==> src/rtl/bs_pkg.sv <==
// Shared constants and types for the bus-steering blocks.
// Lane count, select width and default bus/counter widths live here.
package bs_pkg;

    localparam int LANES    = 4;
    localparam int SEL_W    = 2;
    localparam int BS_WIDTH = 4;
    localparam int BS_CNT_W = 8;

    typedef logic [SEL_W-1:0] lane_sel_t;

    // One-hot view of a lane select.
    function automatic logic [LANES-1:0] sel_onehot(input lane_sel_t sel);
        logic [LANES-1:0] oh;
        oh      = '0;
        oh[sel] = 1'b1;
        return oh;
    endfunction

endpackage

==> src/rtl/lane_hold_reg.sv <==
// One-entry register slice for a single output lane.
// Holds one word until the consumer takes it; counts loads.
module lane_hold_reg
    import bs_pkg::*;
#(
    parameter int WIDTH = BS_WIDTH,
    parameter int CNT_W = BS_CNT_W
) (
    input  logic             clk,
    input  logic             rst_n,
    input  logic             load,
    input  logic [WIDTH-1:0] din,
    input  logic             take,
    output logic             ready,
    output logic             valid,
    output logic [WIDTH-1:0] data,
    output logic [CNT_W-1:0] cnt
);

    // Empty, or emptying this cycle, so a refill cannot bubble.
    assign ready = !valid | take;

    always_ff @(posedge clk or negedge rst_n) begin
        if (!rst_n) begin
            valid <= 1'b0;
            data  <= '0;
            cnt   <= '0;
        end else if (load) begin
            valid <= 1'b1;
            data  <= din;
            cnt   <= cnt + 1'b1;
        end else if (take) begin
            valid <= 1'b0;
        end
    end

endmodule

==> src/rtl/bs_4_demux14_reg.sv <==
// Registered 1:4 bus demultiplexer with per-lane valid/ready holding.
// Select decode and ready steering only; storage lives in the lanes.
module bs_4_demux14_reg
    import bs_pkg::*;
#(
    parameter int WIDTH = BS_WIDTH,
    parameter int CNT_W = BS_CNT_W
) (
    input  logic             clk,
    input  logic             rst_n,
    input  logic [WIDTH-1:0] din,
    input  logic             s0,
    input  logic             s1,
    input  logic             in_valid,
    output logic             in_ready,
    output logic [WIDTH-1:0] A0,
    output logic [WIDTH-1:0] A1,
    output logic [WIDTH-1:0] A2,
    output logic [WIDTH-1:0] A3,
    output logic [LANES-1:0] out_valid,
    input  logic [LANES-1:0] out_ready,
    output logic [CNT_W-1:0] cnt0,
    output logic [CNT_W-1:0] cnt1,
    output logic [CNT_W-1:0] cnt2,
    output logic [CNT_W-1:0] cnt3
);

    lane_sel_t        sel;
    logic [LANES-1:0] sel_oh;
    logic [LANES-1:0] lane_ready;
    logic [LANES-1:0] load;
    logic             accept;
    logic [WIDTH-1:0] lane_data [LANES];
    logic [CNT_W-1:0] lane_cnt  [LANES];

    assign sel      = {s1, s0};
    assign sel_oh   = sel_onehot(sel);
    assign in_ready = lane_ready[sel];
    assign accept   = in_valid & in_ready;
    assign load     = sel_oh & {LANES{accept}};

    for (genvar i = 0; i < LANES; i++) begin : g_lane
        lane_hold_reg #(
            .WIDTH (WIDTH),
            .CNT_W (CNT_W)
        ) u_lane (
            .clk   (clk),
            .rst_n (rst_n),
            .load  (load[i]),
            .din   (din),
            .take  (out_ready[i]),
            .ready (lane_ready[i]),
            .valid (out_valid[i]),
            .data  (lane_data[i]),
            .cnt   (lane_cnt[i])
        );
    end

    assign A0   = lane_data[0];
    assign A1   = lane_data[1];
    assign A2   = lane_data[2];
    assign A3   = lane_data[3];
    assign cnt0 = lane_cnt[0];
    assign cnt1 = lane_cnt[1];
    assign cnt2 = lane_cnt[2];
    assign cnt3 = lane_cnt[3];

endmodule

==> config.mk <==
export PLATFORM = sky130hd
export DESIGN_NAME = bs_4_demux14_reg
export DESIGN_NICKNAME = d
export VERILOG_FILES = /design/src/rtl/bs_pkg.sv /design/src/rtl/lane_hold_reg.sv /design/src/rtl/bs_4_demux14_reg.sv
export SDC_FILE = /design/constraint.sdc
export NUM_CORES = 1
export LEC_CHECK = 0
export ABC_AREA = 1
export CELL_PAD_IN_SITES_DETAIL_PLACEMENT = 0
export CELL_PAD_IN_SITES_GLOBAL_PLACEMENT = 1
export CORE_MARGIN = 3
export CORE_UTILIZATION = 30
export DETAILED_ROUTE_END_ITERATION = 12
export DONT_BUFFER_PORTS = 1
export GPL_ROUTABILITY_DRIVEN = 0
export PLACE_DENSITY = 0.58
export SYNTH_ARGS = -nofsm -noshare
export SYNTH_HDL_FRONTEND = slang
export SYNTH_HIERARCHICAL = 1
export SYNTH_SLANG_ARGS = --single-unit
==> constraint.sdc <==
create_clock -name clk -period 1.3 [get_ports clk]
set_input_delay 0.26 -clock clk [delete_from_list [all_inputs] [get_ports clk]]
set_output_delay 0.26 -clock clk [all_outputs]
set_load 0.01 [all_outputs]
---- Word-level counts from Yosys, hierarchy flattened ----
Cells that the tools add are included.
word-level totals
  flip-flop bits (word level) ............. 52
  input bits .............................. 13
cells by class
  add/subtract/negate cells ............... 4
  magnitude comparators ................... 2
  multiplexer cells ....................... 12
  bitwise operators ....................... 6
  reduce and logical (&&, ||, !) cells .... 9
operator list
  kind                                                                                  number
  8-bit by 1-bit adder with 8-bit output (second input constant)                        4
  1-bit two-way mux                                                                     10
  2-bit nonzero test                                                                    4
  4-bit bitwise AND                                                                     1
  1-bit logical NOT                                                                     4
  1-bit OR                                                                              4
  2-bit by 3-bit less-than comparator with 1-bit output (second input constant)         1
  1-bit binary-select mux with 2-bit select                                             1
  1-bit demux with 2-bit select                                                         1
  2-bit by 1-bit greater-or-equal comparator with 1-bit output (second input constant)  1
  1-bit bitwise AND                                                                     1
  1-bit logical AND                                                                     1

---- Logic depth before layout (Yosys ltp) ----
Gate-level depths: netlist of the first run.
  depth after elaboration ................. 7
  mapped depth ............................ 15
  gate-level depth less buffers ........... 14

---- By module ----
The synthesis of the first run kept the hierarchy.
modules (own cells, without submodules)
  module            instances  cells an instance  area each (sq um)  sequential area each (sq um)
  lane_hold_reg     4          64                 598.1              325.3
  bs_4_demux14_reg  1          20                 92.6               0.0

---- Worst setup path before layout of the first run ----
OpenSTA, ideal clock, no wires.
  path kind ............................... flip-flop to flip-flop
  start ................................... reg g_lane[1].u_lane.valid
  end ..................................... reg g_lane[3].u_lane.cnt[7]
  arrival time ............................ 1.388 ns
  required time ........................... 1.187 ns
  path slack .............................. -0.201 ns
  stages on the path, launching flop included .. 14
  buffers on the path ..................... 1
  cells stage by stage .................... dfrtp_1 nand2_1 nand2_2 nand2_2 nand2_2 nand2_2 nand2_2 nor2_1 buf_6 nand2_4 nor2_8 nand3_1 nand2_1 inv_1
on the way
  cells in the longest elaborated chain, start to end .. 6
ends and longest elaborated chain
  element                                    line                    RTL
  start, declared                            lane_hold_reg.sv:15     output logic valid,
  start signal, assigned                     lane_hold_reg.sv:25     valid <= 1'b0;
  start signal, assigned                     lane_hold_reg.sv:29     valid <= 1'b1;
  start signal, assigned                     lane_hold_reg.sv:33     valid <= 1'b0;
  1-bit logical NOT                          lane_hold_reg.sv:21     assign ready = !valid | take;
  1-bit OR                                   lane_hold_reg.sv:21
  via lane_ready[1]                          bs_4_demux14_reg.sv:30  logic [LANES-1:0] lane_ready;
  1-bit binary-select mux with 2-bit select  bs_4_demux14_reg.sv:38  assign in_ready = lane_ready[sel];
  1-bit two-way mux (not written as such)    bs_4_demux14_reg.sv:38
  via in_ready                               bs_4_demux14_reg.sv:15  output logic in_ready,
  1-bit bitwise AND                          bs_4_demux14_reg.sv:39  assign accept = in_valid & in_ready;
  4-bit bitwise AND                          bs_4_demux14_reg.sv:40  assign load = sel_oh & {LANES{accept}};
  via load[3]                                bs_4_demux14_reg.sv:31  logic [LANES-1:0] load;
  end signal, assigned                       lane_hold_reg.sv:31     cnt <= cnt + 1'b1;
  end, declared                              lane_hold_reg.sv:17     output logic [CNT_W-1:0] cnt
The timed path passes the listed nets, and every way through them passes these cells. The select of a mux whose other input is x is not followed.
A chain may end at the register's enable or synchronous reset.

---- Worst setup path after layout of the first run ----
  start ................................... reg g_lane[0].u_lane.valid
  end ..................................... out in_ready
on the way
  cells in the longest elaborated chain, start to end .. 4
ends and longest elaborated chain
  element                                    line
  start, declared                            lane_hold_reg.sv:15
  start signal, assigned                     lane_hold_reg.sv:25
  start signal, assigned                     lane_hold_reg.sv:29
  start signal, assigned                     lane_hold_reg.sv:33
  1-bit logical NOT                          lane_hold_reg.sv:21
  1-bit OR                                   lane_hold_reg.sv:21
  via lane_ready[0]                          bs_4_demux14_reg.sv:30
  1-bit binary-select mux with 2-bit select  bs_4_demux14_reg.sv:38
  1-bit two-way mux (not written as such)    bs_4_demux14_reg.sv:38
  end, declared                              bs_4_demux14_reg.sv:15
The timed path passes the listed nets, and every way through them passes these cells. The select of a mux whose other input is x is not followed.

==> run_results.csv, run 1 <==
group,metric,value,unit
detailed_routing,first_pass_iters,4,
final_layout,seq_area,0.001301,sq mm
detailed_routing,avgRoutedWirePerCell,13.45,um
power,internal_power,3.010,mW
global_route,use_met1,0.1654,
logic_synthesis,synth_fa_ha_area_frac,0.02014,
sta,max_slew_margin,0.8038,
logic_synthesis,ys.flop_type,"dfrtp_1",
clock_tree,cts.sinks,52,
detailed_routing,vias,1810,
detailed_routing,drt_iter0_markers,50,
setup_path,r2r_cells,13,
logic_synthesis,synth_top_family_by_area,"simple AND/OR/NAND/NOR gates",
die,fp.dieW,97.01,um
setup_path,critical_path_class,"reg2out",
logic_synthesis,synth_mux_area_frac,0,
run_status,violations,"negative hold slack, negative setup slack",
power,p_sw_frac,0.3532,
final_layout,fill_cells,785,
clock_tree,clockBufferDepth,2,
sta,fin_crit,1.497,ns
setup_path,cp_max_fo,3,
logic_synthesis,syn_nets,293,
sta,worst_slew_pin_slew,0.2932,ns
run_status,status,"complete, but fails checks",
sta,setup_viol,52,
logic_synthesis,ys_types,16,
sta,timing.fmax,667.9,MHz
logic_synthesis,synth_area_leader_cell,"dfrtp_1",
final_layout,final_core_util,0.4077,
power,seq_power_share,0.540,
logic_synthesis,syn_area_per_cell,9.003,sq um
logic_synthesis,synth_area,0.002485,sq mm
global_route,antenna_found_initial,0,
global_route,grt_start_max_net_pins,53,
logic_synthesis,synthTopCellsByCount,"127 x nand2_1, 52 x dfrtp_1, 27 x inv_1",
sta,rsz0062_at_grt,"true",
die,die-area,0.009411,sq mm
logic_synthesis,ys_seq_area_frac,0.5237,
setup_path,cp-end-kind,"output pin",
clock_tree,clock_latency,0.31,ns
clock_tree,cts_tree,"built",
detailed_routing,postRouteAntennaNets,0,
die,die_h,97.01,um
logic_synthesis,synthDominantCellAreaShare,0.5237,
worst_hold_path,min_path_type,"in2async",
die,initial_core_util,0.3150,
setup_path,start_kind,"register",
die,core_area,0.007888,sq mm
global_route,busiest_layer,"met2",
logic_synthesis,yosys-top-cells-area,"dfrtp_1 52%, nand2_1 19%, xor2_1 4.2%",
global_route,grt_util_met3,0.06128,
final_layout,multiInputGateArea,0.001176,sq mm
die,ios,66,
placement,place_worst_setup_slack,-0.2026,ns
flow_run,cap_violations,0,
logic_synthesis,synthArstFlopShare,1.000,
placement,dp_hpwl,4048,um
clock_tree,cts-buffers-inserted,5,
logic_synthesis,synth-edff-count,0,
sta,min_period_over_period,1.152,
final_layout,drive_gt1_frac,0.3583,
clock_tree,cts_root_buf,"clkbuf_8",
logic_synthesis,synth_compound_area_frac,0,
global_route,grtUsageTotal,0.1283,
logic_synthesis,synth.most_common_cell,"nand2_1",
final_layout,n_antenna_cell,0,
global_route,grt_pass1_wl,9798,um
logic_synthesis,synthSimpleGateAreaFrac,0.3394,
power,cellLeakagePower,1.837,nW
logic_synthesis,syn_inst,276,
logic_synthesis,yosys_warnings,6,
clock_tree,path_clk_slew,0.10,ns
logic_synthesis,synth-xor-area-share,0.05639,
final_layout,fin_nets,337,
final_layout,area_growth,29.41,%
logic_synthesis,synth_seq_cells,52,
power,power_frac_clock,0.243,
sta,report.final.hold_viol_count,52,
sta,skew,0.007711,ns
placement,portBuffers,0,
die,num_rows,32,
detailed_routing,via_per_inst,4.279,
global_route,met2_usage,0.1921,
sta,setup_ws,-0.1973,ns
clock_tree,h-tree-depth,2,
sta,hold_ws,-0.3624,ns
power,p_sw,1.643,mW
power,power_density,1447,mW/mm^2
global_route,grt_pass1_vias,1866,
global_route,grt.overflow.total,0,
detailed_routing,drc,0,
power,pwr-share-comb,0.216,
setup_path,required,1.04,ns
sta,slew_viol_final,0,
power,ir_drop,0.0006030,V
setup_path,arrival,1.24,ns
detailed_routing,wirelength,5689,um
==> per-stage QoR <==
stage                     hold slack [ns]  cell area, sq um  instances  setup TNS [ns]  total power, mW
after floorplan                  -0.03559              2495        276          -1.882            3.022
after global placement           -0.03366              2773        400          -4.021            3.363
after detailed placement         -0.03383              2773        400          -4.490            3.376
after CTS                         -0.3820              3042        414          -5.982            4.635
after global routing              -0.3961              3216        423          -12.12            4.997
final                             -0.3624              3216        423          -5.252            4.653
==> area by class of cell <==
type                            instances  share of cell area
Inverter                               28             0.03735
Tap cell                              102             0.03969
Clock inverter                          3             0.01323
Clock buffer                            5             0.02140
Sequential cell                        52              0.4047
Multi-Input combinational cell        192              0.3658
Timing Repair Buffer                   41              0.1179
==> power by group through the flow <==
stage / Clock [mW] / Sequential [mW] / Combinational (mW)
finish: 1.13 / 2.51 / 1.01
global route: 1.26 / 2.59 / 1.14
CTS: 1.20 / 2.52 / 0.910
detailed placement: 0 / 2.54 / 0.832
global placement: 0 / 2.55 / 0.817
floorplan: 0 / 2.51 / 0.508
==> worst paths after layout <==
check | from | end | slack (ns)
min in group clk | din[3] | g_lane[3].u_lane/data[3] | 0.05
worst max-delay path | g_lane[0].u_lane/valid | in_ready | -0.20
worst max register to register | g_lane[0].u_lane/valid | g_lane[2].u_lane/cnt[5] | -0.19
worst min register to register | g_lane[1].u_lane/valid | g_lane[1].u_lane/valid | 0.52
max in group asynchronous | rst_n | g_lane[1].u_lane/valid | 1.57
worst min-delay path | rst_n | g_lane[3].u_lane/cnt[4] | -0.36
==> placed cells by master (no fill, tap or decap), drive strengths merged <==
cell type / count
xnor2: 4
nand4: 2
clkbuf: 5
inv: 28
bufinv: 1
clkinvlp: 1
clkinv: 1
nand3b: 8
nand2: 144
nand3: 4
xor2: 12
ha: 4
nor2: 14
buf: 41
dfrtp: 52
==> sequential cells by signal (all words and copies together), names as in the netlist <==
signal,count
g_lane.u_lane/valid,4
g_lane.u_lane/data,16
g_lane.u_lane/cnt,32
==> routing by layer <==
layer | wire length, um | vias to the layer above
met5 | 0 | -
met4 | 50 | 0
met3 | 537 | 4
met2 | 2489 | 50
met1 | 2611 | 847
li1 | - | 909
==> worst max-delay path, stage by stage, from the launching register on <==
cell and delay, ns:
dfrtp_1 0.40, nand2_2 0.08, nand2_2 0.05, nand2_2 0.08, nand2_2 0.06, nand2_2 0.09, buf_6 0.09, buf_6 0.09
==> timing repair <==
item                                    CTS  global route
buffers inserted                          7             9
pin swaps                                24            15
endpoints found under the hold margin    52            52
resized for setup                        37            31
endpoints found under the setup margin   52            53
==> cell families after synthesis <==
group         after synthesis
simple gates              172
flops                      52
buf+inv                    32
fa+ha+maj                   4
xor+xnor                   16
(Power assumes the default switching activity.)
==> run 2, diff against run 1 <==
--- a/config.mk
+++ b/config.mk
@@ -6,7 +6,7 @@
 export NUM_CORES = 1
 export LEC_CHECK = 0
 export ABC_AREA = 1
-export CELL_PAD_IN_SITES_DETAIL_PLACEMENT = 0
+export CELL_PAD_IN_SITES_DETAIL_PLACEMENT = 1
 export CELL_PAD_IN_SITES_GLOBAL_PLACEMENT = 1
 export CORE_MARGIN = 3
 export CORE_UTILIZATION = 30
==> run_results.csv, run 2 (synthesis gave the netlist of run 1 again) <==
group,metric,value,unit
run_status,status,"complete, but fails checks",
run_status,violations,"negative hold slack, negative setup slack",
placement,placed_area,0.002773,sq mm
setup_path,crit_buf_inv,4,
setup_path,worstSetupEndpoint,"g_lane[3].u_lane/data[1]",
setup_path,start_kind,"register",
sta,hold_ws,-0.3646,ns
global_route,grtUsageTotal,0.1356,
placement,dp_hpwl,4386,um
die,num_rows,32,
clock_tree,path_clk_slew,0.10,ns
global_route,grt_pass1_wl,10320,um
setup_path,critical_path_class,"reg2reg",
setup_path,cp_top_family,"simple AND/OR/NAND/NOR gates",
final_layout,final_core_util,0.4150,
clock_tree,cts_root_buf,"clkbuf_8",
final_layout,fin_area,0.003273,sq mm
setup_path,max_stage_delay,0.40,ns
setup_path,r2r_cells,13,
flow_run,cap_violations,0,
global_route,grt_start_max_net_pins,53,
final_layout,fin_cells,426,
clock_tree,cts.sinks,52,
sta,min_period_over_period,1.184,
die,die-area,0.009411,sq mm
detailed_routing,wirelength,6175,um
final_layout,final_common_cell,"nand2_1",
power,p_sw,1.640,mW
setup_path,r2r_start,"g_lane[3].u_lane/valid",
power,design_power_total,4.651,mW
die,die_h,97.01,um
clock_tree,clock_latency,0.31,ns
detailed_routing,drc,0,
power,power_density,1421,mW/mm^2
global_route,grt_pass1_vias,1999,
setup_path,critPathLaunch,"g_lane[3].u_lane/valid",
final_layout,reg_top3,"g_lane.u_lane/cnt: 32 flops, g_lane.u_lane/data: 16 flops, g_lane.u_lane/valid: 4 flops",
final_layout,n_antenna_cell,0,
clock_tree,clockBufferDepth,2,
setup_path,slowest_stage,"dfrtp_1",
detailed_routing,via_per_inst,4.427,
global_route,antenna_found_initial,0,
power,pwr-share-comb,0.214,
power,seq_power_share,0.542,
sta,worst_slew_pin_slew,0.2975,ns
placement,place_worst_setup_slack,-0.2170,ns
clock_tree,h-tree-depth,2,
placement,portBuffers,0,
setup_path,arrival,1.75,ns
sta,report.final.hold_viol_count,52,
detailed_routing,avgRoutedWirePerCell,14.50,um
placement,post-place-cells,400,
power,power_frac_clock,0.244,
sta,setup_viol,46,
global_route,grt.overflow.total,0,
sta,slew_viol_final,0,
power,internal_power,3.012,mW
setup_path,cp-end-kind,"register",
power,ir_drop,0.0006749,V
power,p_sw_frac,0.3525,
sta,timing.fmax,649.5,MHz
final_layout,fin_nets,340,
setup_path,critical_path_depth,13,
setup_path,r2r-end,"g_lane[3].u_lane/data[1]",
sta,max_slew_margin,0.8017,
final_layout,most-common-layout-cells,"97 x nand2_1, 52 x dfrtp_1, 36 x nand2_2, 23 x buf_6",
setup_path,required,1.51,ns
clock_tree,cts_tree,"built",
setup_path,rrSetupSlack,-0.24,ns
die,ios,66,
worst_hold_path,min_path_type,"in2async",
sta,skew,0.008738,ns
sta,rsz0062_at_grt,"true",
detailed_routing,drt_iter0_markers,33,
detailed_routing,postRouteAntennaNets,0,
final_layout,drive_gt1_frac,0.3735,
final_layout,largest_reg_flops,32,
setup_path,cp_max_fo,4,
power,cellLeakagePower,1.869,nW
detailed_routing,first_pass_iters,4,
detailed_routing,vias,1886,
sta,setup_ws,-0.2397,ns
die,core_area,0.007888,sq mm
clock_tree,cts-buffers-inserted,5,
final_layout,area_growth,31.72,%
die,initial_core_util,0.3150,
setup_path,cp_cell_sequence,"nand2_2 > nand2_1 > nand2_1 > nand2_2 > nand2_4 > nand2_4 > nor2_4 > buf_6 > buf_4 > buf_6 > buf_6 > nand2_2 > nand2_1",
die,fp.dieW,97.01,um
sta,fin_crit,1.540,ns
final_layout,largest_register,"g_lane.u_lane/cnt",
sta,fin_tns_setup,-6.532,ns
run 2: changes by cell type in the layout (fill, tap and decap cells not counted), moves of 2 or more:
cell	previous run	this run
nor2_4	4	6
inv_6	1	3
buf_6	19	23
nor2_2	2	0
inv_1	23	21
run 2: worst min-delay path by stage:
stage | endpoint | from
global placement | g_lane[2].u_lane/cnt[4] | rst_n
floorplan | g_lane[0].u_lane/cnt[0] | rst_n
finish | g_lane[2].u_lane/cnt[5] | rst_n
global route | g_lane[0].u_lane/data[2] | rst_n
detailed placement | g_lane[2].u_lane/cnt[5] | rst_n
CTS | g_lane[2].u_lane/data[2] | rst_n
run 2: layout make-up:
cell class | count | area (sq um)
clock buffer | 5 | 68.82
clock inverter | 3 | 42.54
fill | 911 | 4614
inverter | 28 | 127.6
multi-input combinational | 192 | 1189
sequential | 52 | 1301
tap | 102 | 127.6
timing repair buffer | 44 | 416.7
run 2: power groups by stage:
stage	sequential [mW]	clock [mW]	combinational, mW
after global placement	2.55	0	0.817
after global routing	2.60	1.26	1.12
after detailed placement	2.55	0	0.848
after CTS	2.53	1.21	0.928
final	2.52	1.14	0.995
after floorplan	2.51	0	0.508
run 2: repair_timing:
item,in CTS,in global routing
gates resized for setup,38,44
hold endpoints to repair,52,52
endpoints found under the setup margin,51,52
setup buffers,11,11
gates cloned,0,0
pin swaps,19,20
run 2: layer usage:
layer	share of wire	GRT usage	wire length, um	up-vias
met4	0.0092	0.03888	57	0
met2	0.47	0.2118	2876	47
li1	-	-	-	912
met3	0.072	0.05552	444	4
met5	0	0	0	-
met1	0.45	0.1727	2797	923
==> patch: new RTL, config.mk and constraints of run 2 <==
Reset style: synchronous (`rst_n`), changed in one clocked block.
--- a/src/rtl/lane_hold_reg.sv
+++ b/src/rtl/lane_hold_reg.sv
@@ -20,7 +20,7 @@
     // Empty, or emptying this cycle, so a refill cannot bubble.
     assign ready = !valid | take;
 
-    always_ff @(posedge clk or negedge rst_n) begin
+    always_ff @(posedge clk) begin
         if (!rst_n) begin
             valid <= 1'b0;
             data  <= '0;
Formal check against the unedited RTL: differs if rst_n is asserted again (counterexample within 4 cycles, from zero or initial values and one cycle with rst_n low); with rst_n held inactive, the same outputs for 10 cycles.
==> patch against run 2 <==
The run ends with setup timing left; wire length up 0.28%; setup slack better by 26 ps; worst hold slack better by 430 ps; sequential cell count unchanged; final area down 6.2%; area after synthesis down 5.0%; first-iteration DRC count down 64%; core utilization down 0.28 points.
Power is not compared: it rests on default switching activity, and its combinational part moved more than twofold at a synthesized area within 25%.
==> patch: results (changes against run 2) <==
| Metric | Value |
|---|---|
| Status | finished, violations left |
| Failing checks | setup timing |
| Clk_lat worst skew | 300 ps |
| Synth area leaders | dfxtp_1, nor2_1, nand2_1 |
| First-pass GRT wire length | 10,140 um (-1.7%) |
| PostCTS Resize Cnt | 28 (-26%) |
| Post-Place Cell Area | 0.002629 mm2 (-5.2%) |
| Biggest regs | g_lane.u_lane/cnt: 32 flops, g_lane.u_lane/data: 16 flops, g_lane.u_lane/valid: 4 flops |
| Max VDD drop | 503.9 uV |
| Worst R2R Path Depth | 13 (unchanged) |
| Hold Crit Class | input pin to flip-flop |
| Slew @ Worst Pin | 323.1 ps (+25.61 ps) |
| Routed WL | 6192 um (+0.28%) |
| Vias per std cell | 4.710 (+6.4%) |
| Post-placement cell count | 428 (+7.0%) |
| Synth warn | 6 (unchanged) |
| TritonCTS clock tree | yes |
| Setup Slack @ Placement | -193.6 ps (+23.45 ps) |
| Gr usage total | 0.1425 (+0.006842) |
| Area growth syn-to-layout | 30.06% |
| Critical path peak fanout | 6 (+2) |
| Final setup viols | 45 (-2.2%) |
| Number of nets in the layout | 362 (+6.5%) |
| Fin worst setup slack | -213.7 ps (+26.01 ps) |
| Largest net degree at the start of global routing | 53 (unchanged) |
| Clock Pin Slew Worst Setup and Hold Paths | 90 ps |
| Initial DRC count | 12 (-64%) |
| Max incr delay on CP | 340 ps (-60 ps) |
| Async S/R FF share, synth | 0 (-1.000) |
| Critical path class | flip-flop to flip-flop |
| Post-CTS repair timing setup buffer count | 2 (-9) |
| Mean Syn Cell Area | 7.563 um2 (-16%) |
| DP HPWL | 4474 um (+2.0%) |
| Slowest CP cell | dfxtp_2 |
| Top cells by count, synth | nor2_1, nand2_1, dfxtp_1, o21ai_0, inv_1 |
| Post-synth net total | 329 (+12%) |
| Sequential element share of the synthesized area | 0.4411 (-0.08252) |
| Ant diodes | 0 (unchanged) |
| Initial antenna violation count | 0 (unchanged) |
| Reg-to-reg endpoint | g_lane[2].u_lane/cnt[5]$_SDFFE_PN0P_ |
| Post-Route Skew | 4.154 ps (-4.584 ps) |
| WL per Instance | 13.91 um (-4.0%) |
| Worst reg2reg startpoint | g_lane[1].u_lane/valid$_SDFFE_PN0P_ |
| Hold Startpoint | rst_n |
| Kind of cell adding the most delay to the critical path | simple AND/OR/NAND/NOR gates |
| Clk buf depth | 2 (unchanged) |
| Port Buf Inserts | 0 (unchanged) |
| First-pass DRT Iterations | 4 (unchanged) |
| Num CTS Buffers | 5 (unchanged) |
| Vias in the first global route | 2,184 (+9.3%) |
| Fillers | 933 (+2.4%) |
| H-tree depth | 2 (unchanged) |
| Final TNS setup | -4046 ps (+2486 ps) |
| Root Driver | clkbuf_8 |
| Leakage power | 1.438 nW |
| Share of cells above drive strength 1 | 0.3757 (+0.002266) |
| Yosys cell types | 17 (+1) |
## patch: changes by cell type after synthesis, moves of 12 or more
cell,delta
o21ai_0,+24
dfxtp_1,+52
nand2_1,-72
xor2_1,-12
nor2_1,+76
dfrtp_1,-52
a21oi_1,+16
## patch: cells by family (layout without fill, tap and decap cells)
logic type      after synthesis  in the layout  synth area share
flops                        52             52            0.4411
simple gates                180            180            0.3743
compound gates               44             44           0.09756
fa+ha+maj                     4              4           0.02121
buf+inv                      32             66           0.06574
## patch: final cells by class
cell class                 count  share of cell area
clock buffer                   8             0.02935
inverter                      24             0.03343
multi-input combinational    228              0.4554
sequential                    52              0.3408
tap                           99             0.04036
timing repair buffer          34              0.1007
## patch: worst min-delay path by stage
stage	end	slack, ps	cells past startpoint
2_1_floorplan	g_lane[0].u_lane/data[0]$_SDFFE_PN0P_	390	2
3_3_place_gp	g_lane[3].u_lane/cnt[3]$_SDFFE_PN0P_	390	2
3_5_place_dp	g_lane[3].u_lane/cnt[6]$_SDFFE_PN0P_	390	2
4_1_cts	g_lane[3].u_lane/cnt[4]$_SDFFE_PN0P_	60	2
5_1_grt	g_lane[3].u_lane/cnt[2]$_SDFFE_PN0P_	50	2
6_report	g_lane[3].u_lane/cnt[2]$_SDFFE_PN0P_	70	2
## patch: power by group
part	total, mW	internal [mW]	switching [mW]
combinational	0.268	0.130	0.139
sequential	1.67	1.63	0.0399
clock	0.950	0.436	0.514
total	2.89	2.20	0.693
## patch: metal layers
metal | vias up | GRT usage | part of all wire
li1 | 1044 | - | -
met1 | 998 | 0.1667 | 0.43
met2 | 45 | 0.2366 | 0.48
met3 | 9 | 0.05657 | 0.073
met4 | 0 | 0.04808 | 0.013
met5 | - | 0 | 0
